<file path="config.mk">
export PLATFORM = sky130hd
export DESIGN_NAME = booth_radix4_mult
export DESIGN_NICKNAME = d
export VERILOG_FILES = /design/src/rtl/booth_radix4_mult.sv
export SDC_FILE = /design/constraint.sdc
export NUM_CORES = 1
export LEC_CHECK = 0
export CAP_MARGIN = 0
export CORE_MARGIN = 2
export CORE_UTILIZATION = 45
export DETAILED_ROUTE_END_ITERATION = 7
export GPL_TIMING_DRIVEN = 1
export PLACE_DENSITY_LB_ADDON = 0.3
export SKIP_CTS_REPAIR_TIMING = 1
export SLEW_MARGIN = 20
export SYNTH_ARGS = -nofsm -noshare
export SYNTH_HDL_FRONTEND = slang
export SYNTH_SLANG_ARGS = --single-unit
</file>
<file path="constraint.sdc">
create_clock -name clk -period 5.15 [get_ports clk]
set_clock_uncertainty 0.05 [all_clocks]
set_input_delay 1.03 -clock clk [delete_from_list [all_inputs] [get_ports clk]]
set_output_delay 1.03 -clock clk [all_outputs]
set_load 0.01 [all_outputs]
</file>
<file path="src/rtl/booth_radix4_mult.sv">
// booth_radix4_mult: iterative radix-4 Booth multiplier with runtime signed/unsigned mode.
// Retires two multiplier bits per cycle and produces the product after ITER = (N+2)/2
// recode cycles. Both sides use valid/ready handshakes.
//
// Ports
//   clk          rising-edge clock
//   rst          asynchronous active-low reset (0 = reset)
//   in_valid     operands M, Q, signed_mode valid
//   in_ready     block can accept operands (IDLE only)
//   signed_mode  1 = two's-complement operands, 0 = unsigned
//   M            multiplicand, N bits
//   Q            multiplier, N bits
//   out_valid    P holds a completed product
//   out_ready    consumer takes P
//   P            product M*Q, 2N bits
//   busy         FSM is not IDLE
//
// Optional build macro: BOOTH_ZERO_SKIP_EN
//   When defined, a zero multiplicand or multiplier skips the recode loop and the
//   product (0) is presented one edge after acceptance.

module booth_radix4_mult #(
    parameter int unsigned N = 32
) (
    input  logic             clk,
    input  logic             rst,
    input  logic             in_valid,
    output logic             in_ready,
    input  logic             signed_mode,
    input  logic [N-1:0]     M,
    input  logic [N-1:0]     Q,
    output logic             out_valid,
    input  logic             out_ready,
    output logic [2*N-1:0]   P,
    output logic             busy
);

    // Internal operand width (room for -2M), sum width, iteration count, counter width
    localparam int unsigned W     = N + 2;
    localparam int unsigned AW    = W + 1;
    localparam int unsigned ITER  = (N + 2) / 2;
    localparam int unsigned CNT_W = $clog2(ITER + 1);

    typedef enum logic [1:0] {
        IDLE = 2'd0,
        CALC = 2'd1,
        DONE = 2'd2
    } state_t;

    state_t             state_q, state_d;
    logic [W-1:0]       m_q, m_d;
    logic [W-1:0]       a_q, a_d;
    logic [W-1:0]       qr_q, qr_d;
    logic               qm1_q, qm1_d;
    logic [CNT_W-1:0]   cnt_q, cnt_d;
    logic [2*N-1:0]     p_q, p_d;
    logic               out_valid_q, out_valid_d;
    logic               in_ready_q, in_ready_d;
    logic               busy_q, busy_d;

    // Combinational datapath helpers
    logic [W-1:0]       ext_m_c, ext_q_c;
    logic [AW-1:0]      mx_c, dig_c, sum_c;
    logic [W-1:0]       a_next_c, qr_next_c;
    logic [2:0]         booth_c;

    // State and datapath registers
    always_ff @(posedge clk or negedge rst) begin
        if (!rst) begin
            state_q     <= IDLE;
            m_q         <= '0;
            a_q         <= '0;
            qr_q        <= '0;
            qm1_q       <= 1'b0;
            cnt_q       <= '0;
            p_q         <= '0;
            out_valid_q <= 1'b0;
            in_ready_q  <= 1'b1;
            busy_q      <= 1'b0;
        end else begin
            state_q     <= state_d;
            m_q         <= m_d;
            a_q         <= a_d;
            qr_q        <= qr_d;
            qm1_q       <= qm1_d;
            cnt_q       <= cnt_d;
            p_q         <= p_d;
            out_valid_q <= out_valid_d;
            in_ready_q  <= in_ready_d;
            busy_q      <= busy_d;
        end
    end

    // Operand extension, Booth recode and one add/shift step
    always_comb begin
        ext_m_c = signed_mode ? {{2{M[N-1]}}, M} : {2'b00, M};
        ext_q_c = signed_mode ? {{2{Q[N-1]}}, Q} : {2'b00, Q};
        mx_c    = {m_q[W-1], m_q};
        booth_c = {qr_q[1:0], qm1_q};
        dig_c   = '0;
        case (booth_c)
            3'b001, 3'b010: dig_c = mx_c;
            3'b011:         dig_c = {m_q, 1'b0};
            3'b100:         dig_c = AW'(0) - {m_q, 1'b0};
            3'b101, 3'b110: dig_c = AW'(0) - mx_c;
            default:        dig_c = '0;
        endcase
        // One guard bit keeps the sum exact; the arithmetic shift by 2 brings it back to W bits
        sum_c     = {a_q[W-1], a_q} + dig_c;
        a_next_c  = {sum_c[AW-1], sum_c[AW-1:2]};
        qr_next_c = {sum_c[1:0], qr_q[W-1:2]};
    end

    // Next-state and registered-output logic
    always_comb begin
        state_d     = state_q;
        m_d         = m_q;
        a_d         = a_q;
        qr_d        = qr_q;
        qm1_d       = qm1_q;
        cnt_d       = cnt_q;
        p_d         = p_q;
        out_valid_d = out_valid_q;
        in_ready_d  = in_ready_q;
        busy_d      = busy_q;

        case (state_q)
            IDLE: begin
                if (in_valid && in_ready_q) begin
                    m_d        = ext_m_c;
                    qr_d       = ext_q_c;
                    a_d        = '0;
                    qm1_d      = 1'b0;
                    cnt_d      = '0;
                    state_d    = CALC;
                    in_ready_d = 1'b0;
                    busy_d     = 1'b1;
                end
            end
            CALC: begin
                a_d   = a_next_c;
                qr_d  = qr_next_c;
                qm1_d = qr_q[1];
                cnt_d = cnt_q + CNT_W'(1);
                if (cnt_q == CNT_W'(ITER - 1)) begin
                    state_d     = DONE;
                    out_valid_d = 1'b1;
                    p_d         = {a_next_c[N-3:0], qr_next_c};
                end
`ifdef BOOTH_ZERO_SKIP_EN
                // qr_q still holds the untouched multiplier on the first CALC cycle
                if ((cnt_q == '0) && ((m_q == '0) || (qr_q == '0))) begin
                    state_d     = DONE;
                    out_valid_d = 1'b1;
                    p_d         = '0;
                end
`endif
            end
            DONE: begin
                if (out_ready) begin
                    state_d     = IDLE;
                    out_valid_d = 1'b0;
                    in_ready_d  = 1'b1;
                    busy_d      = 1'b0;
                    cnt_d       = '0;
                end
            end
            default: begin
                state_d     = IDLE;
                out_valid_d = 1'b0;
                in_ready_d  = 1'b1;
                busy_d      = 1'b0;
            end
        endcase
    end

    assign in_ready  = in_ready_q;
    assign out_valid = out_valid_q;
    assign P         = p_q;
    assign busy      = busy_q;

endmodule

</file>
---- Yosys cells after proc, flatten, opt, wreduce, memory -nomap -nowiden ----
Cells that the tools add are included.
W data, S select, Z words.
operators by class
  $add $sub $neg .......................... 4
  equal/unequal tests ..................... 12
  muxes and demuxes ....................... 23
  bitwise gates (word level) .............. 2
  reductions and logical operators ........ 13
operator list
  operator                 count
  $pmux W35 S4             1
  $mux W34                 4
  $pmux W34 S2             2
  $add A35 B35 Y35         1
  $sub A1 B34 Y35 const A  1
  $sub A1 B35 Y35 const A  1
  $pmux W5 S3              1
  $reduce_and A3 Y1        4
  $mux W5                  2
  $eq A3 B3 Y1 const B     3
  $pmux W1 S3              3
  $eq A3 B2 Y1 const B     2
  $mux W2                  3
  $ne A2 B2 Y1 const B     3
  $pmux W2 S3              1
  $reduce_and A2 Y1        3
  $add A5 B1 Y5 const B    1
  $eq A5 B5 Y1 const B     1
  $mux W1                  5
  $reduce_or A2 Y1         2
  $eq A3 B1 Y1 const B     1
  $reduce_bool A3 Y1       1
  $eq A2 B1 Y1 const B     1
  $eq A2 B2 Y1 const B     1
  5 further kinds          6
word-level totals
  bits in registers ....................... 177
  bits of input ports ..................... 69
  output and inout bits ................... 67
  word-level logic and storage cells ...... 64

---- Depth between registers and ports, before layout ----
  depth in word-level cells ............... 5
  depth in mapped cells ................... 21
  depth with buffers taken out ............ 20

---- Worst setup path after synthesis ----
OpenSTA, ideal clock, no wires.
  path kind ............................... register -> register
  from .................................... register m_q[0]
  to ...................................... register p_q[63], in the netlist P[63]
  setup time .............................. 0.125 ns
  data arrival time ....................... 4.486 ns
  data required time ...................... 4.975 ns
  setup slack ............................. 0.490 ns
  stages on the path, launching flop included .. 22
  path buffers ............................ 1
  period minus slack after synthesis ...... 4.660 ns
  cell sequence ........................... dfrtp_1 -> inv_1 -> ha_1 -> or3b_2 -> nor3_1 -> nand3_1 -> nor3_1 -> xnor2_1 -> o21ai_0 -> a2bb2oi_1 -> a21oi_1 -> ha_1 -> clkbuf_1 -> a21oi_1 -> o21ai_0 -> o21bai_1 -> a311oi_1 -> nand3_1 -> a211o_1 -> a31oi_1 -> xnor2_1 -> mux2_2
on the way
  longest elaborated chain between the ends .. 3
  elaborated cells between the ends (all ways) .. 4
  classes of those cells .................. 3 x add/sub; 1 x mux
ends and longest elaborated chain
  element                                                    RTL line  source
  start, declared                                            51        logic [W-1:0] m_q, m_d;
  start signal, assigned                                     82        m_q <= m_d;
  $sub A1 B35 Y35 / $sub A1 B34 Y35 (equally long branches)  104, 105
  $pmux W35 S4 *                                             101       case (booth_c)
  $add A35 B35 Y35 *                                         109       sum_c = {a_q[W-1], a_q} + dig_c;
  end signal, assigned                                       87        p_q <= p_d;
  end, declared                                              56        logic [2*N-1:0] p_q, p_d;
Mark *: on every way between the ends. The rest lies on a longest branch, timed or not.
A chain may end at the register's enable or synchronous reset.

---- Worst setup path in the final report ----
Ends and elaborated chain as after synthesis.

==> results.json <==
{
  "clk_pin_slew_ps": 80,
  "switching_share": 0.467,
  "worstMarginPinSlew_ps": 1030,
  "path_max_fanout": 8,
  "start_util": 0.459,
  "diodes": 0,
  "syn_nets": 1332,
  "cp-end-kind": "flop",
  "drive_gt1_frac": 0.0968,
  "synth_area_leader_cell": "dfrtp_1",
  "grt_overflow": 0,
  "cts_root_buf": "clkbuf_16",
  "pre_cts_ws_ps": 62.9,
  "drc": 0,
  "instances_no_fill": 1628,
  "internal_power_mw": 5.31,
  "power_frac_comb": 0.599,
  "insertion_delay_ps": 450,
  "async_reset_ff_frac": 1.00,
  "path_cells": "inv_1 > ha_1 > or3b_4 > nor3_4 > nand3_2 > nor3_2 > xnor2_1 > o21ai_0 > a2bb2oi_1 > a21oi_1 > ha_2 > a21oi_1 > o21ai_0 > o21bai_1 > a311oi_2 > nand3_1 > a211o_1 > a31oi_1 > xnor2_1 > mux2_2",
  "clock-sinks": 175,
  "dpl.hpwl_mm": 19.1,
  "period_share": 0.932,
  "cp_num_buf_inv": 1,
  "slowest_stage": "or3b_4",
  "netlist_top_cells_area": "dfrtp_1 42%, nand2_1 9.6%, o21ai_0 5.2%",
  "cts_buffer_depth": 2,
  "cts_made_buffers": 17,
  "antenna_found_initial": 0,
  "drv_cap": 0,
  "numPortBuffers": 135,
  "ir_worst_vdd_v": 0.000327,
  "dr.pass1.iters": 5,
  "drt_iter0_drc": 594,
  "max_stage_delay_ps": 450,
  "start_kind": "flop",
  "core_um2": 22600,
  "grt_pass1_vias": 8744,
  "synth_edf_count": 0,
  "final_area_um2": 12800,
  "grt_pass1_wl_mm": 44.7,
  "synth_common_cells": "267 x nand2_1, 174 x dfrtp_1, 109 x o21ai_0",
  "drt-wirelength-per-cell_um": 16.9,
  "viasPerCell": 5.69,
  "ys_warn_count": 0,
  "p_switching_mw": 4.65,
  "path_delay_family": "compound AO/OA/AOI/OAI gates",
  "setup_viol": 0,
  "synth.most_common_cell": "nand2_1",
  "synthFlopType": "dfrtp_1",
  "die_h_um": 156,
  "slew_headroom": 0.309,
  "cts_tree": "built",
  "syn-cell-area_um2": 10400,
  "synth.distinct_cells": 68,
  "outcome": "finished, final reports clean",
  "vias": 9259,
  "ys_seq_elements": 175,
  "hp-class": "reg2reg",
  "max_freq_ghz": 0.208,
  "setup_ws_ps": 349,
  "ant_nets": 0,
  "dieArea_um2": 24300,
  "post-route-util": 0.563,
  "arrival_ps": 5070,
  "synth_cells": 1225,
  "clockPowerShare": 0.139,
  "synth_top_cell_area_share": 0.419,
  "rows": 55,
  "sequentialPowerShare": 0.262,
  "syn_area_per_cell_um2": 8.48,
  "fin_nets": 1437,
  "maxSlewViolCount": 0,
  "die_w_um": 156,
  "post_dp_cell_area_um2": 12000,
  "gr-usage-all-layers": 0.229,
  "syn_to_final_growth_pct": 22.8,
  "power_leakage_nw": 5.78,
  "p_per_area_nw_per_um2": 781,
  "synth-seq-area-share": 0.422,
  "crit_type": "reg2reg",
  "hold_viol": 0,
  "placed_cells": 1593,
  "wirelength_mm": 27.5,
  "cp.required_ps": 5420,
  "io_pins": 136,
  "gp_congestion": 0.938,
  "post-route-min-period_ps": 4800,
  "grt_max_degree": 107,
  "htreeDepth": 4
}
cell families after synthesis:
logic type | share of synthesized area
xor gates and xnor gates | 0.0615
adders and majority gates | 0.0465
muxes | 0.0418
and+or+nand+nor | 0.209
AOI/OAI and AO/OA | 0.184
buffers and inverters | 0.0356
DFF | 0.422
final cells by class:
| class | count | area [µm²] |
|---|---|---|
| multi-input combinational | 954 | 5710 |
| clock buffer | 17 | 425 |
| clock inverter | 15 | 216 |
| inverter | 14 | 52.6 |
| fill | 2076 | 9880 |
| tap | 285 | 357 |
| sequential | 175 | 4380 |
| timing repair buffer | 168 | 1620 |
state kept, by name (all words and copies together) (netlist names):
name and cells:
P 64, a_q 33, busy 1, cnt_q 5, in_ready 1, m_q 33, out_valid 1, qm1_q 1
qr_q 34, state_q 2
cells in the final DEF, fill, tap and decap left out, types with 12 or more instances in the layout:
cell type,instances
nand2_1,266
dfrtp_1,174
clkdlybuf4s50_1,134
o21ai_0,109
nor2_1,82
a21oi_1,57
xnor2_1,49
nand3_1,45
a31oi_1,38
ha_1,36
mux2_2,35
buf_4,32
nor3_1,27
xor2_1,24
a21o_1,21
a22oi_1,17
clkbuf_16,17
inv_1,13
a221oi_1,13
o22ai_1,12
through the flow:
step | power [mW] | TNS (ps) | hold slack [ps]
after floorplan | 6.60 | 0 | 408
after global placement | 8.37 | 0 | 411
after detailed placement | 8.52 | 0 | 419
after CTS | 9.94 | 0 | 435
after global routing | 10.8 | -7.80 | 439
final | 9.97 | 0 | 428
power groups by stage:
| stage | Sequential (mW) | Combinational [mW] | Clock [mW] |
|---|---|---|---|
| global route | 2.69 | 6.65 | 1.47 |
| detailed placement | 2.61 | 5.91 | 0 |
| global placement | 2.59 | 5.78 | 0 |
| floorplan | 2.48 | 4.12 | 0 |
| CTS | 2.60 | 5.94 | 1.41 |
| finish | 2.61 | 5.97 | 1.38 |
routing by layer:
metal	GRT usage	vias up	wire length (µm)
li1	-	4498	-
met1	0.298	4444	12000
met2	0.367	275	12800
met3	0.0619	42	1830
met4	0.0848	0	874
met5	0	-	0
path summary, 6_finish.rpt:
path / start / end / slack, ps / cells past startpoint
max in group asynchronous: rst / in_ready / 3490 / 2
worst min register to register: P[48] / P[48] / 430 / 2
worst min-delay path: P[48] / P[48] / 430 / 2
worst max register to register: m_q[0] / P[63] / 350 / 20
worst max-delay path: m_q[0] / P[63] / 350 / 20
min in group asynchronous: rst / P[44] / 660 / 1
tightest hold or removal path: stages, from the launching register on:
cell and delay [ps]:
dfrtp_1 340, nand2_1 40, o21ai_0 60
Note: power is estimated with default switching activity, not from simulation.
==> RTL change 1: new RTL, config.mk and constraints unchanged <==
`qr_q` no longer has a reset.
--- a/src/rtl/booth_radix4_mult.sv
+++ b/src/rtl/booth_radix4_mult.sv
@@ -72,3 +72,2 @@
             a_q         <= '0;
-            qr_q        <= '0;
             qm1_q       <= 1'b0;
@@ -83,3 +82,2 @@
             a_q         <= a_d;
-            qr_q        <= qr_d;
             qm1_q       <= qm1_d;
@@ -91,2 +89,6 @@
         end
+    end
+
+    always_ff @(posedge clk) begin
+        qr_q <= qr_d;
     end
Function: no difference found for any inputs over 10 cycles, from zero or initial values and one cycle with rst low; that may be too few to reach the edited logic, so the function may still have changed.
==> RTL change 1 against the original RTL <==
- design area rose by 1.7%
- routed wire length up 2.6%
- hold slack better by 0.0023 ns
- worst setup slack worse by 0.15 ns
- sequential cell count stayed put
- global-route usage rose by 0.64 points
- non-clock buffer count grew 28
- area after synthesis decreased by 0.40%
- critical endpoint is now P[62]
Power is not shown: default switching activity piles up to over one toggle a cycle in this logic, so the estimate is an artifact.
==> RTL change 1: results (changes against the original RTL) <==
| Metric | Value |
|---|---|
| GRT Resource Usage Total | 0.235 (+0.00636) |
| Root Buffer | clkbuf_16 |
| Relative slew slack | 0.470 (+0.161) |
| IO Port Bufs | 135 (unchanged) |
| TritonCTS Buffers | 17 (unchanged) |
| Final nets | 1,406 (-2.2%) |
| Slowest cell delay on critical path | 0.46 ns |
| CTS Buffer Depth | 2 (unchanged) |
| Initial antenna violation count | 0 (unchanged) |
| Asr flop ratio synth | 0.806 (-0.194) |
| Clock-pin transition on the worst setup and hold timing paths | 0.07 ns |
| Post-DP HPWL | 19,800 µm (+3.5%) |
| First-pass GRT wire length | 45,700 µm (+2.2%) |
| CP Max Fanout | 6 (-2) |
| Yosys cell types | 66 (-2.9%) |
| Outcome | finished clean |
| Top cell family by delay on the critical path | simple AND/OR/NAND/NOR gates |
| Max Cap Viol | 0 (unchanged) |
| Vias in the first global route | 8,875 (+1.5%) |
| Register area share after synthesis | 0.440 (+0.0181) |
| Hold Path Class | reg -> reg |
| Top cells by area, synth | dfrtp_1, nand2_1, edfxtp_1 |
| Number of enable flip-flop cells after synthesis | 34 (+34) |
| First-pass DRT Iterations | 5 (unchanged) |
| Worst-Skew Late Latency | 0.44 ns |
| Via density | 5.68 (-0.12%) |
| Hold path startpoint | P[37] |
| Commonest cells in the netlist | nand2_1, dfrtp_1, o21ai_0 |
| CTS H-tree lvls | 4 (unchanged) |
| Crit path launch | m_q[0] |
| Max reg flops | 64 (unchanged) |
| Final hold violation count | 0 (unchanged) |
| Pin count of the biggest net entering global routing | 63 (-41%) |
| Share of cells above drive strength 1 | 0.136 (+0.0389) |
| Gp weighted congestion | 0.918 (-2.1%) |
| Synthesized Nets | 1,254 (-5.9%) |
| DP Area | 0.0123 mm² (+2.0%) |
| WL final | 28,200 µm (+2.6%) |
| Ys Warns | 0 (unchanged) |
| ANT cells | 0 (unchanged) |
| Crit-path slowest cell | or4_4 |
| Drt initial violations | 706 (+19%) |
| Critical path arrival | 5.21 ns (+0.14 ns) |
==> RTL change 1: cell count changes after synthesis, moves of 23 or more <==
cell | unedited run | this run
edfxtp_1 | 0 | 34
nand3_1 | 46 | 20
mux2_2 | 35 | 58
a22o_1 | 2 | 25
nor2_1 | 83 | 56
o21ai_0 | 109 | 84
dfrtp_1 | 174 | 140
a31oi_1 | 38 | 12
==> RTL change 1: per-stage QoR <==
stage               setup WS, ns  std cells
floorplan                  0.215       1147
global placement           0.110       1564
detailed placement       -0.0343       1564
CTS                      -0.0478       1596
global route             -0.0239       1597
finish                     0.204       1597
==> RTL change 1: per-layer routing <==
layer	part of all wire	track usage	wire (µm)
met5	0	0	0
met4	0.026	0.0848	729
met3	0.070	0.0581	1990
met2	0.46	0.377	13100
met1	0.44	0.311	12400
==> RTL change 1: logic make-up after synthesis <==
family | count (synthesis) | synth area share
AOI/OAI and AO/OA | 273 | 0.172
xor gates and xnor gates | 63 | 0.0533
adders and majority gates | 38 | 0.0467
buffers and inverters | 87 | 0.0323
DFF | 175 | 0.440
muxes | 61 | 0.0660
and+or+nand+nor | 450 | 0.190
==> RTL change 1: path summary, 6_finish.rpt <==
path / endpoint / slack [ns] / cells past startpoint
setup / recovery: P[62] / 0.20 / 19
hold / removal: P[37] / 0.43 / 2
setup reg to reg: P[62] / 0.20 / 19
hold reg to reg: P[37] / 0.43 / 2
max in group asynchronous: P[2] / 3.51 / 2
min in group asynchronous: P[56] / 0.50 / 1
==> RTL change 1: layout make-up <==
class / instances / area [µm²]
inverter: 24 / 90.1
clock inverter: 15 / 195
sequential: 175 / 4550
multi-input combinational: 885 / 5540
tap: 285 / 357
timing repair buffer: 196 / 1810
clock buffer: 17 / 425
fill: 1964 / 9670
==> RTL change 2: new RTL, same flow settings <==
Without the edit above. The parameter `N` goes from 32 to 16.
--- a/src/rtl/booth_radix4_mult.sv
+++ b/src/rtl/booth_radix4_mult.sv
@@ -22,3 +22,3 @@
 module booth_radix4_mult #(
-    parameter int unsigned N = 32
+    parameter int unsigned N = 16
 ) (
Ports: changed (resized M, P and Q); port bits go from 136 to 72. The function was not compared with the original's and may differ.
==> RTL change 2 against the original RTL <==
- non-clock buffer count decreased by 88
- power is 47% lower
- die area is 45% lower
- area after synthesis down 46%
- largest power group unchanged
- global-route usage decreased by 0.25 points
- sequential cell count fell by 81
- combinational power is 47% lower
- worst setup slack improved by 0.38 ns
- design area is 47% lower
- synthesized cell count decreased by 44%
- highest routed layer unchanged
- core utilization shrank 0.70 points
- routed wire length decreased by 48%
==> RTL change 2: results (changes against the original RTL) <==
| Metric | Value |
|---|---|
| TritonCTS Buffers | 9 (-8) |
| GRT Resource Usage Total | 0.226 (-0.00254) |
| Pin count of the biggest net entering global routing | 65 (-39%) |
| Critical path arrival | 4.60 ns (-0.47 ns) |
| Mux cell area share after synthesis | 0.00958 (-0.0322) |
| First-pass GRT wire length | 24,000 µm (-46%) |
| Post-synthesis compound-gate area fraction | 0.192 (+0.00865) |
| Dpl cells | 892 (-44%) |
| Synth Area per Inst | 8.18 µm² (-3.6%) |
| Vias in the first global route | 5,005 (-43%) |
| WL final | 14,300 µm (-48%) |
| CP Max Fanout | 6 (-2) |
| Outcome | finished clean |
| Xor-xnor portion of the synthesized cell area | 0.0483 (-0.0132) |
| Lkg Pwr | 0.00308 µW (-47%) |
| Top cells by area, synth | dfrtp_1, nand2_1, ha_1 |
| Register area share after synthesis | 0.419 (-0.00248) |
| Setup WS pre-CTS | 0.777 ns (+0.714 ns) |
| Worst-Skew Late Latency | 0.35 ns (-0.10 ns) |
| Synthesized Nets | 746 (-44%) |
| Fillers | 1,117 (-46%) |
| Drt initial violations | 302 (-49%) |
| Peak supply drop | 367 µV (+12%) |
| Worst reg-to-reg setup slack | 0.73 ns (+0.38 ns) |
| Post-DP HPWL | 9860 µm (-48%) |
| Vias | 5,120 (-45%) |
| Relative slew slack | 0.371 (+0.0620) |
| IO Port Bufs | 71 (-47%) |
| Commonest cells in the netlist | nand2_1, dfrtp_1, o21ai_0 |
==> RTL change 2: through the flow <==
step                      cell area [µm²]  hold slack (ns)
final                                6740            0.428
after global routing                 6740            0.455
after CTS                            6740            0.433
after detailed placement             6440            0.416
after global placement               6440            0.412
after floorplan                      5620            0.406
==> RTL change 2: layer usage <==
layer,GRT usage,part of all wire
met5,0,0
met4,0.0944,0.030
met3,0.0513,0.051
met2,0.359,0.47
met1,0.301,0.45
==> RTL change 2: final cells by class <==
cell class	instances	share of cell area
Inverter	16	0.00891
Multi-Input combinational cell	534	0.451
Timing Repair Buffer	80	0.115
Sequential cell	94	0.349
Clock buffer	10	0.0340
Clock inverter	6	0.0104
Tap cell	168	0.0312
==> RTL change 2: worst max-delay path: stages, from the launching register on <==
cell and delay, ns:
dfrtp_1 0.43, inv_1 0.13, ha_1 0.26, nor3b_1 0.46
nand2_1 0.24, or3_1 0.41, nand3_1 0.10, o21ai_0 0.11
a21oi_1 0.15, o22ai_1 0.09, ha_1 0.40, nand3_1 0.12
or3_1 0.44, a2111o_1 0.46, a21o_1 0.20, a32oi_1 0.17
o21ai_1 0.09
==> RTL change 2: worst min-delay path by stage <==
| stage | end | from | cells after the start | slack (ns) |
|---|---|---|---|---|
| floorplan | a_q[13] | a_q[13] | 2 | 0.41 |
| global placement | P[10] | P[10] | 2 | 0.41 |
| detailed placement | P[1] | P[1] | 2 | 0.42 |
| CTS | P[1] | P[1] | 2 | 0.43 |
| global route | P[1] | P[1] | 2 | 0.46 |
| finish | P[1] | P[1] | 2 | 0.43 |
==> RTL change 2: report_power, final <==
group	leakage (µW)	switching (µW)	internal, µW
Sequential	0.00117	384	1060
Combinational	0.00176	1790	1360
Clock	0.000147	298	381
Total	0.00308	2480	2800
